## src/rtl/lc3_ea_mem_ctrl.sv

```systemverilog
// LC-3 data-memory instruction sequencer: drives the address adder selects,
// holds the MAR, runs the memory handshake (with pointer fetch for LDI/STI).
module lc3_ea_mem_ctrl #(
  parameter int TIMEOUT = 15
) (
  input  logic        i_clk,
  input  logic        i_rst,
  input  logic        i_start,
  input  logic [15:0] i_ir,
  input  logic [15:0] i_st_data,
  input  logic [15:0] i_addermux_out,
  input  logic [15:0] i_mem_rdata,
  input  logic        i_mem_ready,
  output logic [15:0] o_ir,
  output logic [2:0]  o_base_reg,
  output logic        o_addr1mux,
  output logic [1:0]  o_addr2mux,
  output logic        o_mem_req,
  output logic        o_mem_we,
  output logic [15:0] o_mem_addr,
  output logic [15:0] o_mem_wdata,
  output logic        o_busy,
  output logic        o_done,
  output logic        o_err,
  output logic        o_ld_reg,
  output logic [2:0]  o_dr,
  output logic [15:0] o_result
);

  typedef enum logic [2:0] {
    S_IDLE = 3'd0, S_EA = 3'd1, S_IND = 3'd2, S_RD = 3'd3, S_WR = 3'd4, S_DONE = 3'd5
  } state_t;

  localparam logic [3:0] OP_LD  = 4'b0010;
  localparam logic [3:0] OP_LDI = 4'b1010;
  localparam logic [3:0] OP_LDR = 4'b0110;
  localparam logic [3:0] OP_LEA = 4'b1110;
  localparam logic [3:0] OP_ST  = 4'b0011;
  localparam logic [3:0] OP_STI = 4'b1011;
  localparam logic [3:0] OP_STR = 4'b0111;
  // Last count value before the wait budget runs out.
  localparam logic [7:0] CNT_LAST = 8'(TIMEOUT - 1);

  state_t      state_q, state_d;
  logic [15:0] ir_q, ir_d, wdata_q, wdata_d, mar_q, mar_d, result_q, result_d;
  logic [7:0]  cnt_q, cnt_d;
  logic        err_q, err_d;

  logic [3:0] opcode;
  logic       is_load, is_reg_base, is_pc_base, mem_state, wait_expired;

  assign opcode       = ir_q[15:12];
  assign is_load      = (opcode == OP_LD) || (opcode == OP_LDI) || (opcode == OP_LDR) || (opcode == OP_LEA);
  assign is_reg_base  = (opcode == OP_LDR) || (opcode == OP_STR);
  assign is_pc_base   = (opcode == OP_LD) || (opcode == OP_LDI) || (opcode == OP_LEA) ||
                        (opcode == OP_ST) || (opcode == OP_STI);
  assign mem_state    = (state_q == S_IND) || (state_q == S_RD) || (state_q == S_WR);
  assign wait_expired = !i_mem_ready && (cnt_q == CNT_LAST);

  always_ff @(posedge i_clk or posedge i_rst) begin
    if (i_rst) begin
      state_q  <= S_IDLE;
      ir_q     <= 16'h0000;
      wdata_q  <= 16'h0000;
      mar_q    <= 16'h0000;
      result_q <= 16'h0000;
      cnt_q    <= 8'h00;
      err_q    <= 1'b0;
    end else begin
      state_q  <= state_d;
      ir_q     <= ir_d;
      wdata_q  <= wdata_d;
      mar_q    <= mar_d;
      result_q <= result_d;
      cnt_q    <= cnt_d;
      err_q    <= err_d;
    end
  end

  always_comb begin
    state_d = state_q;
    case (state_q)
      S_IDLE: state_d = i_start ? S_EA : S_IDLE;
      S_EA: begin
        case (opcode)
          OP_LD, OP_LDR:  state_d = S_RD;
          OP_ST, OP_STR:  state_d = S_WR;
          OP_LDI, OP_STI: state_d = S_IND;
          default:        state_d = S_DONE;
        endcase
      end
      S_IND: begin
        if (i_mem_ready)       state_d = (opcode == OP_LDI) ? S_RD : S_WR;
        else if (wait_expired) state_d = S_DONE;
        else                   state_d = S_IND;
      end
      S_RD, S_WR: begin
        if (i_mem_ready || wait_expired) state_d = S_DONE;
        else                             state_d = state_q;
      end
      S_DONE:  state_d = S_IDLE;
      default: state_d = S_IDLE;
    endcase
  end

  // Datapath next-state: latching, MAR/result capture, wait counter, error flag.
  always_comb begin
    ir_d     = ir_q;
    wdata_d  = wdata_q;
    mar_d    = mar_q;
    result_d = result_q;
    err_d    = err_q;
    cnt_d    = 8'h00;
    if (state_q == S_IDLE) begin
      if (i_start) begin
        ir_d    = i_ir;
        wdata_d = i_st_data;
        err_d   = 1'b0;
      end
    end else if (state_q == S_EA) begin
      if (is_pc_base || is_reg_base) begin
        mar_d = i_addermux_out;
        if (opcode == OP_LEA) result_d = i_addermux_out;
      end else begin
        err_d = 1'b1;
      end
    end else if (mem_state) begin
      if (i_mem_ready) begin
        if (state_q == S_IND) mar_d = i_mem_rdata;
        if (state_q == S_RD)  result_d = i_mem_rdata;
      end else if (wait_expired) begin
        err_d = 1'b1;
      end else begin
        cnt_d = cnt_q + 8'd1;
      end
    end else begin
      cnt_d = 8'h00;
    end
  end

  always_comb begin
    o_addr1mux = 1'b0;
    o_addr2mux = 2'b00;
    if (state_q == S_EA) begin
      if (is_reg_base) begin
        o_addr1mux = 1'b1;
        o_addr2mux = 2'b01;
      end else if (is_pc_base) begin
        o_addr2mux = 2'b10;
      end else begin
        o_addr2mux = 2'b00;
      end
    end else begin
      o_addr1mux = 1'b0;
    end
  end

  assign o_mem_req   = mem_state;
  assign o_mem_we    = (state_q == S_WR);
  assign o_busy      = (state_q != S_IDLE);
  assign o_done      = (state_q == S_DONE);
  assign o_err       = o_done && err_q;
  assign o_ld_reg    = o_done && is_load && !err_q;
  assign o_ir        = ir_q;
  assign o_base_reg  = ir_q[8:6];
  assign o_dr        = ir_q[11:9];
  assign o_mem_addr  = mar_q;
  assign o_mem_wdata = wdata_q;
  assign o_result    = result_q;

endmodule
```

## config.mk

```make
export PLATFORM = sky130hd
export DESIGN_NAME = lc3_ea_mem_ctrl
export DESIGN_NICKNAME = d
export VERILOG_FILES = /design/src/rtl/lc3_ea_mem_ctrl.sv
export SDC_FILE = /design/constraint.sdc
export NUM_CORES = 1
export LEC_CHECK = 0
export CORE_MARGIN = 3
export CORE_UTILIZATION = 35
export CTS_BUF_LIST = sky130_fd_sc_hd__clkbuf_16
export CTS_CLUSTER_DIAMETER = 120
export DETAILED_ROUTE_END_ITERATION = 10
export GPL_ROUTABILITY_DRIVEN = 1
export GPL_TIMING_DRIVEN = 0
export PLACE_DENSITY = 0.76
export REMOVE_ABC_BUFFERS = 1
export SYNTH_ARGS = -nofsm -noshare
export SYNTH_HDL_FRONTEND = slang
export SYNTH_SLANG_ARGS = --single-unit
```

## constraint.sdc

```tcl
create_clock -name i_clk -period 2.67 [get_ports i_clk]
set_clock_uncertainty 0.2 [all_clocks]
set_input_delay 0.534 -clock i_clk [delete_from_list [all_inputs] [get_ports i_clk]]
set_output_delay 0.534 -clock i_clk [all_outputs]
set_load 0.02 [all_outputs]
```

==> impl_metrics.json <==
{
  "slew_headroom_pct": 38.7,
  "post_route_cells_drive_above_1_share_pct": 28.2,
  "final_nets": 466,
  "critPathMaxFanout": 7,
  "clock.fmax_ghz": 0.391,
  "critical_path.startpoint_type": "flip-flop",
  "crit_type": "flip-flop to output pin",
  "critical_path_arrival_ps": 1830,
  "timing.final.crit_period_ps": 2560,
  "rows": 36,
  "grt_antenna_before_repair": 0,
  "global_route.overflow_total": 0,
  "synth_sequential_area_ratio_pct": 53.5,
  "final_setup_viols": 0,
  "setup_repair_after_global_routing_missed_its_margin": "no",
  "port-buffer-count": 146,
  "worstPathRequired_ps": 1940,
  "clock_latency_ps": 320,
  "max_cap_violations": 0,
  "netlist-cell-type-count": 44,
  "clock_power_share_pct": 20.3,
  "dr.first_iter.drc_count": 48,
  "run_status": "complete, no violations",
  "postRouteAntennaNets": 0,
  "grt_pass1_vias": 2734,
  "synth_async_sr_flop_share_pct": 100,
  "final.setup.worst_slack_ps": 110,
  "drtPass1Iterations": 4,
  "synth_most_common_cell": "sky130_fd_sc_hd__dfrtp_1",
  "setup.worst_path.start": "state_q[2]",
  "timing.critical_path.to_type": "output pin",
  "clock-sinks": 76,
  "reg_power_share_pct": 29.4,
  "most_area_consuming_cells_after_synthesis": "sky130_fd_sc_hd__dfrtp_1 53%, sky130_fd_sc_hd__mux2_2 22%, sky130_fd_sc_hd__mux2_4 4.2%, sky130_fd_sc_hd__buf_6 2.5%, sky130_fd_sc_hd__buf_4 1.7%",
  "period_share_pct": 95.9,
  "vias_per_cell": 4.78,
  "global_route.usage.total_pct": 15.5,
  "dpl.hpwl_um": 6160,
  "timing.critical_path.buf_inv": 2,
  "grt.met2_usage_pct": 27.0,
  "critical-path-top-delay-family": "buffers and inverters",
  "maximum_number_of_pins_on_one_net_before_global_route_repair": 51,
  "cts_max_level": 3,
  "grt_first_pass_wirelength_um": 14000,
  "hold_path_class": "flip-flop to flip-flop",
  "dp_slack_ps": 81.8,
  "slowest_delay_ps": 550,
  "cell_chain_of_the_critical_path": "buf_4 > or3_4 > clkdlybuf4s50_1",
  "yosysTopAreaCellShare_pct": 53.5,
  "number_of_enable_flip_flop_cells_after_synthesis": 0,
  "finalWirelength_um": 8450,
  "dieArea_um2": 11400,
  "power_per_cell_area_nw_per_um2": 1310,
  "boundaryPins": 147,
  "max_slew.worst_pin.slew_ps": 918,
  "route.detailed.wl_per_inst_um": 15.8,
  "timing.hold.ws_ps": 303,
  "gp_congestion": 0.768,
  "syn_area_per_cell_um2": 13.9,
  "dieWidth_um": 107,
  "worstReg2RegStart": "state_q[2]",
  "ff_to_ff_end": "o_ir[11]",
  "grt_util_met1_pct": 18.3,
  "ys_seq_elements": 76,
  "power.share.switching_pct": 35.0,
  "timing.final.max_slew_violations": 0,
  "fp.dieH_um": 107,
  "cts.reportedPaths.clkPinSlew_ps": 50,
  "hold_violations": 0,
  "reg2reg_setup_slack_ps": 260,
  "grt.met3_usage_pct": 4.33,
  "dominantRegCellSynth": "sky130_fd_sc_hd__dfrtp_1",
  "cts_hold_repair.buffers": 0,
  "tritoncts": "done",
  "post-route-util_pct": 55.1,
  "dr_total_vias": 2550,
  "cts_made_buffers": 9,
  "drc": 0,
  "power.share.combinational_pct": 50.2,
  "synth-warning-count": 0,
  "clock_buffer_depth": 2,
  "initial_core_util_pct": 36.2,
  "syn_area_um2": 3560,
  "globalRoute.busiestLayer": "met2",
  "dpl_cell_area_um2": 5040,
  "cp-endpoint": "o_busy",
  "finalInstanceArea_um2": 5410,
  "clock_tree.root_cell": "sky130_fd_sc_hd__clkbuf_16",
  "cellInternalPower_mw": 4.62,
  "power_switching_mw": 2.48,
  "synth.top_cells.by_count": "76 x sky130_fd_sc_hd__dfrtp_1, 71 x sky130_fd_sc_hd__mux2_2, 12 x sky130_fd_sc_hd__nor2_1, 10 x sky130_fd_sc_hd__mux2_4",
  "worstRegToRegCells": 4,
  "antenna-diode-count": 0,
  "max-vdd-ir-drop_mv": 0.599,
  "worst_path_max_delay_cell": "sky130_fd_sc_hd__clkdlybuf4s50_1",
  "core_area_um2": 9820,
  "p_leak_nw": 2.26,
  "layout-area-overhead-vs-synth_pct": 52.2,
  "timing.critical_path.depth": 3,
  "postSynthCellCount": 255,
  "synth_top_area_cell": "sky130_fd_sc_hd__dfrtp_1"
}
==> cell families (layout without fill, tap and decap cells) <==
family	Yosys count	after routing	share of synthesized area [%]
compound gates	17	17	3.59
xor+xnor	6	6	1.48
fa+ha+maj	2	2	0.703
buf+inv	26	172	5.80
flops	76	76	53.5
mux	82	82	27.0
simple gates	46	46	7.98
==> timing repair <==
item / 4_1_cts / 5_1_grt
setup buffers: 2 / 0
endpoints found under the hold margin: 0 / 0
resized for setup: 8 / 3
cloned: 0 / 0
setup endpoints to repair: 6 / 1
==> layout by cell type, fill, tap and decap left out, types with 2 or more instances in the layout <==
| master | Yosys | layout |
|---|---|---|
| sky130_fd_sc_hd__and3_2 | 2 | 2 |
| sky130_fd_sc_hd__a31oi_1 | 2 | 2 |
| sky130_fd_sc_hd__nor4b_1 | 2 | 2 |
| sky130_fd_sc_hd__nand4_1 | 3 | 3 |
| sky130_fd_sc_hd__mux2_2 | 71 | 71 |
| sky130_fd_sc_hd__nor2_1 | 12 | 12 |
| sky130_fd_sc_hd__xnor2_1 | 2 | 2 |
| sky130_fd_sc_hd__ha_1 | 2 | 2 |
| sky130_fd_sc_hd__dfrtp_1 | 76 | 71 |
| sky130_fd_sc_hd__dlygate4sd2_1 | 0 | 5 |
| sky130_fd_sc_hd__clkbuf_16 | 0 | 9 |
| sky130_fd_sc_hd__bufinv_16 | 0 | 4 |
| sky130_fd_sc_hd__dfrtp_2 | 0 | 5 |
| sky130_fd_sc_hd__a21oi_1 | 4 | 4 |
| sky130_fd_sc_hd__nor3b_1 | 2 | 2 |
| sky130_fd_sc_hd__clkdlybuf4s50_1 | 0 | 140 |
| sky130_fd_sc_hd__mux2_4 | 10 | 10 |
| sky130_fd_sc_hd__xor2_1 | 4 | 4 |
| sky130_fd_sc_hd__buf_4 | 8 | 2 |
| sky130_fd_sc_hd__nand3_1 | 3 | 3 |
| sky130_fd_sc_hd__nand2b_1 | 3 | 3 |
| sky130_fd_sc_hd__nand2_1 | 7 | 7 |
| sky130_fd_sc_hd__o31ai_1 | 2 | 2 |
| sky130_fd_sc_hd__inv_1 | 7 | 8 |
==> how the worst min path moves through the flow <==
stage	from	endpoint	slack, ps	cells after the start
after floorplan	cnt_q[0]	cnt_q[0]	290	1
after global placement	o_mem_wdata[13]	o_mem_wdata[13]	290	1
after detailed placement	o_mem_wdata[9]	o_mem_wdata[9]	290	1
after CTS	o_result[4]	o_result[4]	310	1
after global routing	o_result[4]	o_result[4]	310	1
final	o_result[4]	o_result[4]	300	1
==> routing by layer <==
metal / vias to the layer above / share of wire, %
li1: 1182 / -
met1: 1288 / 40
met2: 69 / 53
met3: 11 / 5.2
met4: 0 / 1.1
met5: - / 0
==> through the flow <==
step                      total power [mW]  TNS [ps]  std cells
final                                 7.10         0        534
after global routing                  7.50         0        534
after CTS                             7.19         0        534
after detailed placement              5.70         0        516
after global placement                5.61   -106010        515
after floorplan                       4.06      -397        236
==> layout make-up <==
| cell class | count | area [um^2] |
|---|---|---|
| Multi-Input combinational cell | 153 | 1450 |
| Clock buffer | 9 | 225 |
| Clock inverter | 7 | 131 |
| Inverter | 7 | 28.8 |
| Tap cell | 133 | 166 |
| Sequential cell | 76 | 1910 |
| Timing Repair Buffer | 149 | 1500 |
| Fill cell | 849 | 4410 |
==> sequential cells by signal, indices dropped and copies added, names as in the netlist <==
register	count
cnt_q	8
err_q	1
o_ir	16
o_mem_addr	16
o_mem_wdata	16
o_result	16
state_q	3
==> power groups by stage <==
| stage | sequential (mW) | combinational (mW) | clock (mW) |
|---|---|---|---|
| 6_report | 2.09 | 3.57 | 1.44 |
| 5_1_grt | 2.18 | 3.79 | 1.53 |
| 4_1_cts | 2.09 | 3.62 | 1.48 |
| 3_5_place_dp | 2.12 | 3.58 | 0 |
| 3_3_place_gp | 2.09 | 3.52 | 0 |
| 2_1_floorplan | 2.72 | 1.34 | 0 |
Note: power is estimated with default switching activity, not from simulation.
